===== src/rtl/vga_sync_decoder.sv =====
// rtl/vga_sync_decoder.sv - VGA sync decoder: pixel coordinates, period measurement, lock qualification
module vga_sync_decoder #(
  parameter int H_TOTAL_EXP = 800,
  parameter int V_TOTAL_EXP = 525,
  parameter int TOL         = 2,
  parameter int LOCK_FRAMES = 2
) (
  input  logic       clk,
  input  logic       rst,
  input  logic       h_sync,
  input  logic       v_sync,
  input  logic       blank_n,
  output logic [9:0] posx,
  output logic [9:0] posy,
  output logic       pixel_valid,
  output logic       line_start,
  output logic       frame_start,
  output logic [9:0] h_meas,
  output logic [9:0] v_meas,
  output logic       locked,
  output logic       sync_err,
  output logic [7:0] err_cnt
);

  localparam logic [1:0] ST_SEARCH  = 2'd0;
  localparam logic [1:0] ST_MEASURE = 2'd1;
  localparam logic [1:0] ST_LOCKED  = 2'd2;
  localparam logic [3:0] LOCK_N     = LOCK_FRAMES[3:0];

  logic       hs_q, hs_d, vs_q, vs_d, bl_q, bl_d;
  logic [9:0] hcnt_q, hcnt_d, vcnt_q, vcnt_d;
  logic [9:0] posx_q, posx_d, posy_q, posy_d;
  logic [9:0] h_meas_q, h_meas_d, v_meas_q, v_meas_d;
  logic       line_vis_q, line_vis_d;
  logic       h_ref_q, h_ref_d;
  logic       fbad_q, fbad_d;
  logic [3:0] good_q, good_d;
  logic [1:0] state_q, state_d;
  logic       locked_q, locked_d;
  logic       line_start_q, line_start_d, frame_start_q, frame_start_d;
  logic       sync_err_q, sync_err_d;
  logic [7:0] err_cnt_q, err_cnt_d;

  logic       hs_rise, vs_rise, h_bad, v_bad, h_lost, err;
  logic [9:0] hcnt_inc, vcnt_inc, v_new;

  always_comb begin
    hs_rise  = h_sync & ~hs_q;
    vs_rise  = v_sync & ~vs_q;
    hcnt_inc = (hcnt_q == 10'h3FF) ? 10'h3FF : hcnt_q + 10'd1;
    vcnt_inc = (vcnt_q == 10'h3FF) ? 10'h3FF : vcnt_q + 10'd1;
    // A line closing on the same edge as the frame still belongs to the closing frame.
    v_new    = hs_rise ? vcnt_inc : vcnt_q;
    h_bad    = hs_rise && h_ref_q &&
               ((int'(hcnt_inc) > H_TOTAL_EXP + TOL) || (int'(hcnt_inc) < H_TOTAL_EXP - TOL));
    v_bad    = vs_rise &&
               ((int'(v_new) > V_TOTAL_EXP + TOL) || (int'(v_new) < V_TOTAL_EXP - TOL));
    h_lost   = !hs_rise && (hcnt_q == 10'h3FE);

    hs_d          = h_sync;
    vs_d          = v_sync;
    bl_d          = blank_n;
    line_start_d  = hs_rise;
    frame_start_d = vs_rise;
    hcnt_d        = hs_rise ? 10'd0 : hcnt_inc;
    h_meas_d      = hs_rise ? hcnt_inc : h_meas_q;
    // No line reference exists after reset or after h_sync was lost.
    h_ref_d       = hs_rise ? 1'b1 : (h_lost ? 1'b0 : h_ref_q);
    posx_d        = hs_rise ? 10'd0 : (bl_q ? posx_q + 10'd1 : posx_q);
    line_vis_d    = hs_rise ? 1'b0 : (line_vis_q | bl_q);
    posy_d        = vs_rise ? 10'd0 :
                    ((hs_rise && (line_vis_q | bl_q)) ? posy_q + 10'd1 : posy_q);
    vcnt_d        = vs_rise ? 10'd0 : (hs_rise ? vcnt_inc : vcnt_q);
    v_meas_d      = vs_rise ? v_new : v_meas_q;

    state_d  = state_q;
    good_d   = good_q;
    fbad_d   = fbad_q | h_bad;
    locked_d = locked_q;
    err      = 1'b0;

    if (h_lost) begin
      err      = (state_q != ST_SEARCH);
      state_d  = ST_SEARCH;
      locked_d = 1'b0;
      good_d   = 4'd0;
    end else begin
      case (state_q)
        ST_SEARCH: begin
          if (vs_rise) begin
            state_d = ST_MEASURE;
            good_d  = 4'd0;
            fbad_d  = 1'b0;
          end
        end
        ST_MEASURE: begin
          if (vs_rise) begin
            fbad_d = 1'b0;
            if (!fbad_q && !h_bad && !v_bad) begin
              good_d = good_q + 4'd1;
              if (good_q + 4'd1 == LOCK_N) begin
                state_d  = ST_LOCKED;
                locked_d = 1'b1;
              end
            end else begin
              err    = 1'b1;
              good_d = 4'd0;
            end
          end
        end
        ST_LOCKED: begin
          // The remainder of the frame after a dropout counts toward relock.
          if (h_bad || v_bad) begin
            err      = 1'b1;
            locked_d = 1'b0;
            state_d  = ST_MEASURE;
            good_d   = 4'd0;
            fbad_d   = 1'b0;
          end else if (vs_rise) begin
            fbad_d = 1'b0;
          end
        end
        default: begin
          state_d  = ST_SEARCH;
          locked_d = 1'b0;
          good_d   = 4'd0;
        end
      endcase
    end

    sync_err_d = err;
    err_cnt_d  = (err && err_cnt_q != 8'hFF) ? err_cnt_q + 8'd1 : err_cnt_q;
  end

  always_ff @(posedge clk or negedge rst) begin
    if (!rst) begin
      hs_q          <= 1'b0;
      vs_q          <= 1'b0;
      bl_q          <= 1'b0;
      hcnt_q        <= 10'd0;
      vcnt_q        <= 10'd0;
      posx_q        <= 10'd0;
      posy_q        <= 10'd0;
      h_meas_q      <= 10'd0;
      v_meas_q      <= 10'd0;
      line_vis_q    <= 1'b0;
      h_ref_q       <= 1'b0;
      fbad_q        <= 1'b0;
      good_q        <= 4'd0;
      state_q       <= ST_SEARCH;
      locked_q      <= 1'b0;
      line_start_q  <= 1'b0;
      frame_start_q <= 1'b0;
      sync_err_q    <= 1'b0;
      err_cnt_q     <= 8'd0;
    end else begin
      hs_q          <= hs_d;
      vs_q          <= vs_d;
      bl_q          <= bl_d;
      hcnt_q        <= hcnt_d;
      vcnt_q        <= vcnt_d;
      posx_q        <= posx_d;
      posy_q        <= posy_d;
      h_meas_q      <= h_meas_d;
      v_meas_q      <= v_meas_d;
      line_vis_q    <= line_vis_d;
      h_ref_q       <= h_ref_d;
      fbad_q        <= fbad_d;
      good_q        <= good_d;
      state_q       <= state_d;
      locked_q      <= locked_d;
      line_start_q  <= line_start_d;
      frame_start_q <= frame_start_d;
      sync_err_q    <= sync_err_d;
      err_cnt_q     <= err_cnt_d;
    end
  end

  assign posx        = posx_q;
  assign posy        = posy_q;
  assign pixel_valid = bl_q;
  assign line_start  = line_start_q;
  assign frame_start = frame_start_q;
  assign h_meas      = h_meas_q;
  assign v_meas      = v_meas_q;
  assign locked      = locked_q;
  assign sync_err    = sync_err_q;
  assign err_cnt     = err_cnt_q;

endmodule


===== config.mk =====
export PLATFORM = sky130hd
export DESIGN_NAME = vga_sync_decoder
export DESIGN_NICKNAME = d
export VERILOG_FILES = /design/src/rtl/vga_sync_decoder.sv
export SDC_FILE = /design/constraint.sdc
export NUM_CORES = 1
export LEC_CHECK = 0
export CORE_MARGIN = 2
export CORE_UTILIZATION = 35
export CTS_BUF_LIST = sky130_fd_sc_hd__clkbuf_16
export DETAILED_ROUTE_END_ITERATION = 8
export PLACE_DENSITY = 0.56
export SLEW_MARGIN = 15
export SYNTH_ARGS = -nofsm -noshare
export SYNTH_HDL_FRONTEND = slang
export SYNTH_SLANG_ARGS = --single-unit

===== constraint.sdc =====
create_clock -name clk -period 3.77 [get_ports clk]
set_input_delay 0.9425 -clock clk [delete_from_list [all_inputs] [get_ports clk]]
set_output_delay 0.9425 -clock clk [all_outputs]
set_load 0.02 [all_outputs]

==> Yosys cells after proc, flatten, opt, wreduce, memory -nomap -nowiden <==
Index checks and enable logic that the tools add are counted.
{ "word_totals": {"register_bits": 84, "in_bits": 5, "rom_bits": 0, "mem_count": 0, "latch_bits": 0, "ramBits": 0, "wordCells": 112} }
{ "op_classes": {"n_addsub": 6, "order_cmp": 4, "n_shift": 0, "mux": 40, "eq_ne": 13, "bitwise_logic": 6, "n_div": 0, "n_mul": 0, "reduce_logical": 24} }
{ "ops": {"columns": ["operator", "count"], "rows": [
  ["two-way mux 10 bit", 9],
  ["adder 10 x 1 -> 10 bit, second input constant", 4],
  ["equality test 10 bit, second input constant", 3],
  ["> comparator 10 bit, second input constant", 2],
  ["less-than comparator 10 bit, second input constant", 2],
  ["two-way mux 4 bit", 5],
  ["two-way mux 1 bit", 15],
  ["!= test 3 bit, second input constant", 5],
  ["two-way mux 2 bit", 6],
  ["one-hot mux 4 bit (3 select lines)", 1],
  ["AND reduction 5 bit", 2],
  ["adder 8 x 1 -> 8 bit, second input constant", 1],
  ["logical AND 1 bit", 8],
  ["!= test 8 bit, second input constant", 1],
  ["nonzero test 2 bit", 4],
  ["one-hot mux 2 bit (3 select lines)", 1],
  ["adder 4 x 1 -> 4 bit, second input constant", 1],
  ["equality test 4 x 2 -> 1 bit, second input constant", 1],
  ["zero test 1 bit", 4],
  ["one-hot mux 1 bit (2 select lines)", 2],
  ["logical OR 1 bit", 3],
  ["one-hot mux 1 bit (3 select lines)", 1],
  ["AND reduction 3 bit", 1],
  ["bitwise AND 1 bit", 2],
  ["other kinds (7)", 9]
]} }

==> Depth between registers and ports, before layout <==
Gate-level depths: netlist (run 1).
{ "logic_depth": {"word_depth": 13, "mapped_depth": 10} }

==> Worst setup path before layout (run 1) <==
No wires, ideal clock.
{ "synth_path": {"path_type": "input-to-reg", "startpoint": "input h_sync", "endpoint": "register err_cnt_q[1] (netlist: err_cnt[1])", "path_buffers": 0, "cell_stages": 9, "arrival_ns": 2.686, "slack_ns": 0.959, "cell_sequence": "nand2b_1 -> inv_2 -> and3_1 -> nand3_1 -> o21ai_0 -> a41oi_2 -> o31ai_4 -> a21boi_2 -> mux2_4"} }
{ "synth_via": {"elab_chain_len": 12} }
{ "synth_rtl": {"columns": ["element", "line_no", "text"], "rows": [
  ["from (decl)", "10", "input logic h_sync,"],
  ["bitwise AND 1 bit (*)", "48", "hs_rise = h_sync & ~hs_q;"],
  ["two-way mux 10 bit", null, null],
  ["> comparator 10 bit or less-than comparator 10 bit (tied branches)", "57", "((int'(v_new) > V_TOTAL_EXP + TOL) || (int'(v_new) < V_TOTAL_EXP - TOL));"],
  ["logical OR 1 bit", "57", null],
  ["logical AND 1 bit", "56", "v_bad = vs_rise &&"],
  ["zero test 1 bit", "99", "if (!fbad_q && !h_bad && !v_bad) begin"],
  ["logical AND 1 bit", "99", null],
  ["two-way mux 1 bit", "99", null],
  ["two-way mux 1 bit", "97", "if (vs_rise) begin"],
  ["one-hot mux 1 bit (2 select lines)", "88", "case (state_q)"],
  ["two-way mux 1 bit (*)", "82", "if (h_lost) begin"],
  ["logical AND 1 bit (*)", "132", "err_cnt_d = (err && err_cnt_q != 8'hFF) ? err_cnt_q + 8'd1 : err_cnt_q;"],
  ["to (signal assigned)", "175", "err_cnt_q <= err_cnt_d;"],
  ["to (decl)", "42", "logic [7:0] err_cnt_q, err_cnt_d;"]
]} }
Every way passes the cells marked *; elsewhere a longest branch is shown, timed or not.
A chain may end at the register's enable or synchronous reset.

==> Final worst setup path (run 1) <==
Same ends and word-level chain as after synthesis.

==> results.py, run 1 <==
metrics = {
    "place": {
        "place.gp.congestion": 0.867,
        "portBuffers": 57,
        "dp_hpwl_um": 6180,
        "dp.cells": 622,
    },
    "cells_and_area": {
        "n_antenna_cell": 0,
        "area_growth_pct": 25.8,
        "stdcell_count": 638,
        "drive_gt1_frac": 0.0855,
        "final_nets": 504,
    },
    "clock_network": {
        "postCtsSetupBuffers": 0,
        "clk_path_buf_depth": 2,
        "clk_pin_slew_ns": 0.07,
        "hold_buffers": 0,
        "insertion_delay_ns": 0.35,
        "htreeDepth": 3,
        "cts-resized-gates": 0,
        "cts_buffers": 9,
        "cts_tree": "yes",
        "numClockSinks": 84,
        "clockRootBuffer": "clkbuf_16",
    },
    "critical_path": {
        "critPathKind": "input pin to flip-flop",
        "cp-startpoint": "h_sync",
        "end_kind": "flip-flop",
        "cp-start-kind": "input pin",
        "critPathArrivalTime_ns": 3.44,
        "rr_startpoint": "hcnt_q[0]",
        "cp.required_ns": 4.00,
        "critPathMaxFanout": 8,
    },
    "synth": {
        "yosys.area.top_type_share": 0.498,
        "ys_types": 57,
        "ys.warnings.count": 0,
        "synth_common_cells": "dfrtp_1, nor2_1, nand2_1",
        "ys.flop_type": "dfrtp_1",
        "yosysTopAreaCell": "dfrtp_1",
        "async_flop_share": 1.00,
        "netlist_area_um2": 4220,
        "synth.most_common_cell": "dfrtp_1",
        "syn_nets": 442,
        "avgSynthCellArea_um2": 9.95,
        "syn_inst": 424,
        "synthTopCellsByArea": "dfrtp_1, nor2_1, xor2_1, ha_1, nand2_1",
        "synth_edf_count": 0,
        "synth_seq_area_share": 0.498,
        "ys_ff_latch": 84,
    },
    "timing": {
        "maxSlewHeadroom": 0.634,
        "finalMaxSlewViolations": 0,
        "period_needed_ns": 3.21,
        "hold_viol_final": 0,
        "rsz0062_at_grt": "false",
        "finalSetupViolations": 0,
        "worst_pin_slew_ns": 0.549,
        "fin_skew_ns": 0.00737,
        "final.period_utilization": 0.853,
        "timing.fmax_mhz": 311,
        "fin_setup_tns_ns": 0,
    },
    "grt": {
        "grt_busiest_layer": "met2",
        "gr-usage-met3": 0.0430,
        "grt_usage": 0.147,
        "grt_pass1_wl_um": 15100,
        "antenna_found_initial": 0,
        "grt_max_degree": 44,
        "grt_pass1_vias": 3103,
        "use_met1": 0.194,
        "grt.overflow.total": 0,
        "use_met2": 0.226,
    },
    "power_and_ir_drop": {
        "total_power_uw": 2820,
        "power.leakage_uw": 0.00240,
        "p_per_area_nw_per_um2": 531,
        "vdd_drop_max_mv": 0.181,
    },
    "status": {
        "status": "finished, final reports clean",
    },
    "floorplan": {
        "die_area_um2": 12900,
        "start_util": 0.354,
        "coreArea_um2": 11900,
        "io_pins": 58,
        "row_count": 40,
        "die_h_um": 114,
        "die_w_um": 114,
    },
    "detailed_routing": {
        "vias": 3185,
        "vias_per_cell": 4.99,
        "drtAntennaViolNets": 0,
        "drt_first_pass_iters": 4,
        "route.detailed.drc": 0,
        "wl_per_cell_um": 13.8,
        "routed_wl_um": 8820,
        "drt_iter0_drc": 207,
    },
    "hold_path": {
        "min_from": "line_vis_q",
        "hold_path_class": "flip-flop to flip-flop",
    },
    "job": {
        "cap_violations": 0,
    },
}
-- power breakdown --
group,switching (uW),internal (uW)
combinational,373,332
clock,375,584
sequential,139,1020
-- final cells by class --
type                            instances  area (um^2)
Fill cell                            1145         6610
Sequential cell                        84         2100
Multi-Input combinational cell        315         2010
Timing Repair Buffer                   67          656
Clock buffer                            9          225
Tap cell                              147          184
Clock inverter                          7         97.6
Inverter                                9         33.8
-- flip-flops by register name (all words and copies together) (netlist names), 4 cells and up --
register  flops
posy         10
posx         10
good_q        4
h_meas       10
v_meas       10
hcnt_q       10
err_cnt       8
vcnt_q       10
-- final timing paths --
path	to	slack (ns)	depth (start not counted)
worst max-delay path	err_cnt[1]	0.56	8
worst min-delay path	line_vis_q	0.48	2
worst max register to register	err_cnt[1]	0.78	9
worst min register to register	line_vis_q	0.48	2
max in group asynchronous	vcnt_q[4]	2.58	2
min in group asynchronous	h_meas[8]	0.58	1
-- routing by layer --
metal,vias up,wire length [um]
met4,0,149
li1,1589,-
met3,13,337
met5,-,0
met1,1529,4200
met2,54,4140
-- cells in the final DEF, fill, tap and decap left out, drive strengths merged, types with 5 or more instances in the layout --
master / count
a21oi: 10
inv: 11
clkbuf: 9
clkdlybuf4s50: 56
and3: 15
nand3: 23
xor2: 25
mux2i: 7
and2: 7
nor2: 62
dfrtp: 84
nand4: 13
nor2b: 5
xnor2: 8
o21ai: 27
nor3: 7
buf: 11
a21o: 5
ha: 13
nand2b: 10
nand2: 38
-- critical path: stages --
cell and delay (ns):
clkdlybuf4s50_1 0.51, nand4b_1 0.22, o32ai_1 0.43, o31a_1 0.22, a41oi_2 0.23, o31ai_4 0.43
a21boi_2 0.14, mux2_4 0.31
-- cell families (layout without fill, tap and decap cells) --
kind of cell | count (synthesis) | after routing | synth area share
fa+ha+maj | 13 | 13 | 0.0386
flops | 84 | 84 | 0.498
simple gates | 190 | 190 | 0.224
mux | 9 | 9 | 0.0237
compound gates | 70 | 70 | 0.121
xor+xnor | 33 | 33 | 0.0685
buf+inv | 25 | 92 | 0.0258
-- per-stage QoR --
| stage | cell area [um^2] | worst slack, ns | util | hold WS (ns) |
|---|---|---|---|---|
| 6_report | 5310 | 0.556 | 0.445 | 0.478 |
| 2_1_floorplan | 4220 | 0.959 | - | 0.447 |
| 3_3_place_gp | 4980 | 0.295 | 0.418 | 0.466 |
| 3_5_place_dp | 4980 | 0.191 | 0.418 | 0.464 |
| 5_1_grt | 5310 | 0.373 | 0.445 | 0.519 |
| 4_1_cts | 5310 | 0.545 | 0.445 | 0.480 |
Note: power is estimated with default switching activity, not from simulation.
==> inputs of run 2 (changes only) <==
- GPL_ROUTABILITY_DRIVEN: not set -> 0
- PLACE_DENSITY: 0.56 -> 0.55
==> results.py, run 2 (synthesis gave the netlist of run 1 again) <==
metrics = {
    "status": {
        "status": "finished, final reports clean",
    },
    "cells_and_area": {
        "final_nets": 504,
        "drive_gt1_frac": 0.0794,
        "final_common_cell": "dfrtp_1",
        "final_cell_mix": "dfrtp_1, nor2_1, clkdlybuf4s50_1",
        "n_antenna_cell": 0,
        "area_growth_pct": 25.1,
    },
    "clock_network": {
        "clockRootBuffer": "clkbuf_16",
        "htreeDepth": 3,
        "postCtsSetupBuffers": 0,
        "cts_buffers": 9,
        "hold_buffers": 0,
        "numClockSinks": 84,
        "cts_tree": "yes",
        "clk_path_buf_depth": 2,
        "clk_pin_slew_ns": 0.06,
        "cts-resized-gates": 0,
        "insertion_delay_ns": 0.34,
    },
    "grt": {
        "grt_max_degree": 69,
        "grt_pass1_wl_um": 15500,
        "antenna_found_initial": 0,
        "grt.overflow.total": 0,
        "grt_usage": 0.152,
        "grt_pass1_vias": 3293,
    },
    "timing": {
        "period_needed_ns": 3.21,
        "holdWs_ns": 0.476,
        "timing.fmax_mhz": 312,
        "finalMaxSlewViolations": 0,
        "finalSetupViolations": 0,
        "maxSlewHeadroom": 0.436,
        "hold_viol_final": 0,
        "final.period_utilization": 0.850,
        "rsz0062_at_grt": "false",
        "fin_skew_ns": 0.00802,
        "worst_pin_slew_ns": 0.847,
        "fin_setup_tns_ns": 0,
    },
    "detailed_routing": {
        "drtAntennaViolNets": 0,
        "vias_per_cell": 5.04,
        "wl_per_cell_um": 13.8,
        "drt_first_pass_iters": 4,
        "routed_wl_um": 8790,
        "drt_iter0_drc": 189,
        "vias": 3216,
        "route.detailed.drc": 0,
    },
    "place": {
        "portBuffers": 57,
        "dp_hpwl_um": 6110,
    },
    "critical_path": {
        "cp_cell_sequence": "clkdlybuf4s50_1, nand4b_1, o32ai_1, o31a_1, a41oi_2, o31ai_4, a21boi_2, mux2_4",
        "critPathArrivalTime_ns": 3.43,
        "critPathKind": "input pin to flip-flop",
        "crit_path_max_incr_delay_ns": 0.51,
        "end_kind": "flip-flop",
        "crit_path_top_delay_cell": "clkdlybuf4s50_1",
        "cp-start-kind": "input pin",
        "critPathMaxFanout": 8,
        "rrSetupSlack_ns": 0.77,
        "rr_startpoint": "hcnt_q[0]",
        "reg2reg_depth": 9,
        "rr_endpoint": "err_cnt[1]",
        "cp.required_ns": 3.99,
    },
    "floorplan": {
        "io_pins": 58,
        "die_area_um2": 12900,
        "row_count": 40,
        "die_w_um": 114,
        "die_h_um": 114,
        "start_util": 0.354,
        "coreArea_um2": 11900,
    },
    "hold_path": {
        "hold_depth": 2,
        "min_to": "v_meas[5]",
        "min_from": "v_meas[5]",
        "hold_path_class": "flip-flop to flip-flop",
    },
    "power_and_ir_drop": {
        "p_per_area_nw_per_um2": 528,
        "p_sw_frac": 0.311,
        "sequentialPowerShare": 0.415,
        "p_int_uw": 1920,
        "total_power_uw": 2790,
        "switching_power_uw": 868,
        "p_clk_frac": 0.330,
        "power.leakage_uw": 0.00241,
        "pwr-share-comb": 0.254,
        "vdd_drop_max_mv": 0.266,
    },
    "job": {
        "cap_violations": 0,
    },
}
[run 2: worst max-delay path by stage]
stage | start | end | slack (ns) | cells past startpoint
after CTS | h_sync | err_cnt[1] | 0.57 | 8
final | h_sync | err_cnt[1] | 0.56 | 8
after detailed placement | h_sync | err_cnt[1] | 0.20 | 8
after global routing | h_sync | err_cnt[1] | 0.38 | 8
after floorplan | h_sync | err_cnt[1] | 0.96 | 9
after global placement | h_sync | err_cnt[1] | 0.30 | 8
[run 2: worst max-delay path: cells and delay by family]
kind                   cells  cell delay, ns
AOI/OAI and AO/OA          5            1.44
buffers and inverters      1            0.51
muxes                      1            0.31
and+or+nand+nor            1            0.22
[run 2: layout make-up]
class                      instances  area [um^2]
inverter                           9         33.8
multi-input combinational        315         2010
timing repair buffer              67          643
clock inverter                     7         83.8
tap                              147          184
sequential                        84         2100
clock buffer                       9          225
fill                            1159         6630
[run 2: power groups by stage]
stage | sequential (uW) | combinational [uW] | clock (uW)
6_report | 1160 | 709 | 922
5_1_grt | 1180 | 790 | 989
4_1_cts | 1160 | 717 | 949
3_5_place_dp | 1170 | 713 | 0
3_3_place_gp | 1170 | 698 | 0
2_1_floorplan | 1220 | 382 | 0
[run 2: metrics by stage]
stage                     setup slack, ns  area [um^2]   util  instances
after floorplan                     0.959         4220      -        424
after global placement              0.300         4970  0.417        622
after detailed placement            0.200         4970  0.417        622
after CTS                           0.569         5280  0.443        638
after global routing                0.382         5280  0.443        638
final                               0.565         5280  0.443        638
[run 2: per-layer routing]
metal  track usage  vias up  part of all wire
met1         0.189     1564              0.47
met4        0.0512        0             0.014
li1              -     1593                 -
met3        0.0563        9             0.046
met5             0        -                 0
met2         0.244       50              0.47
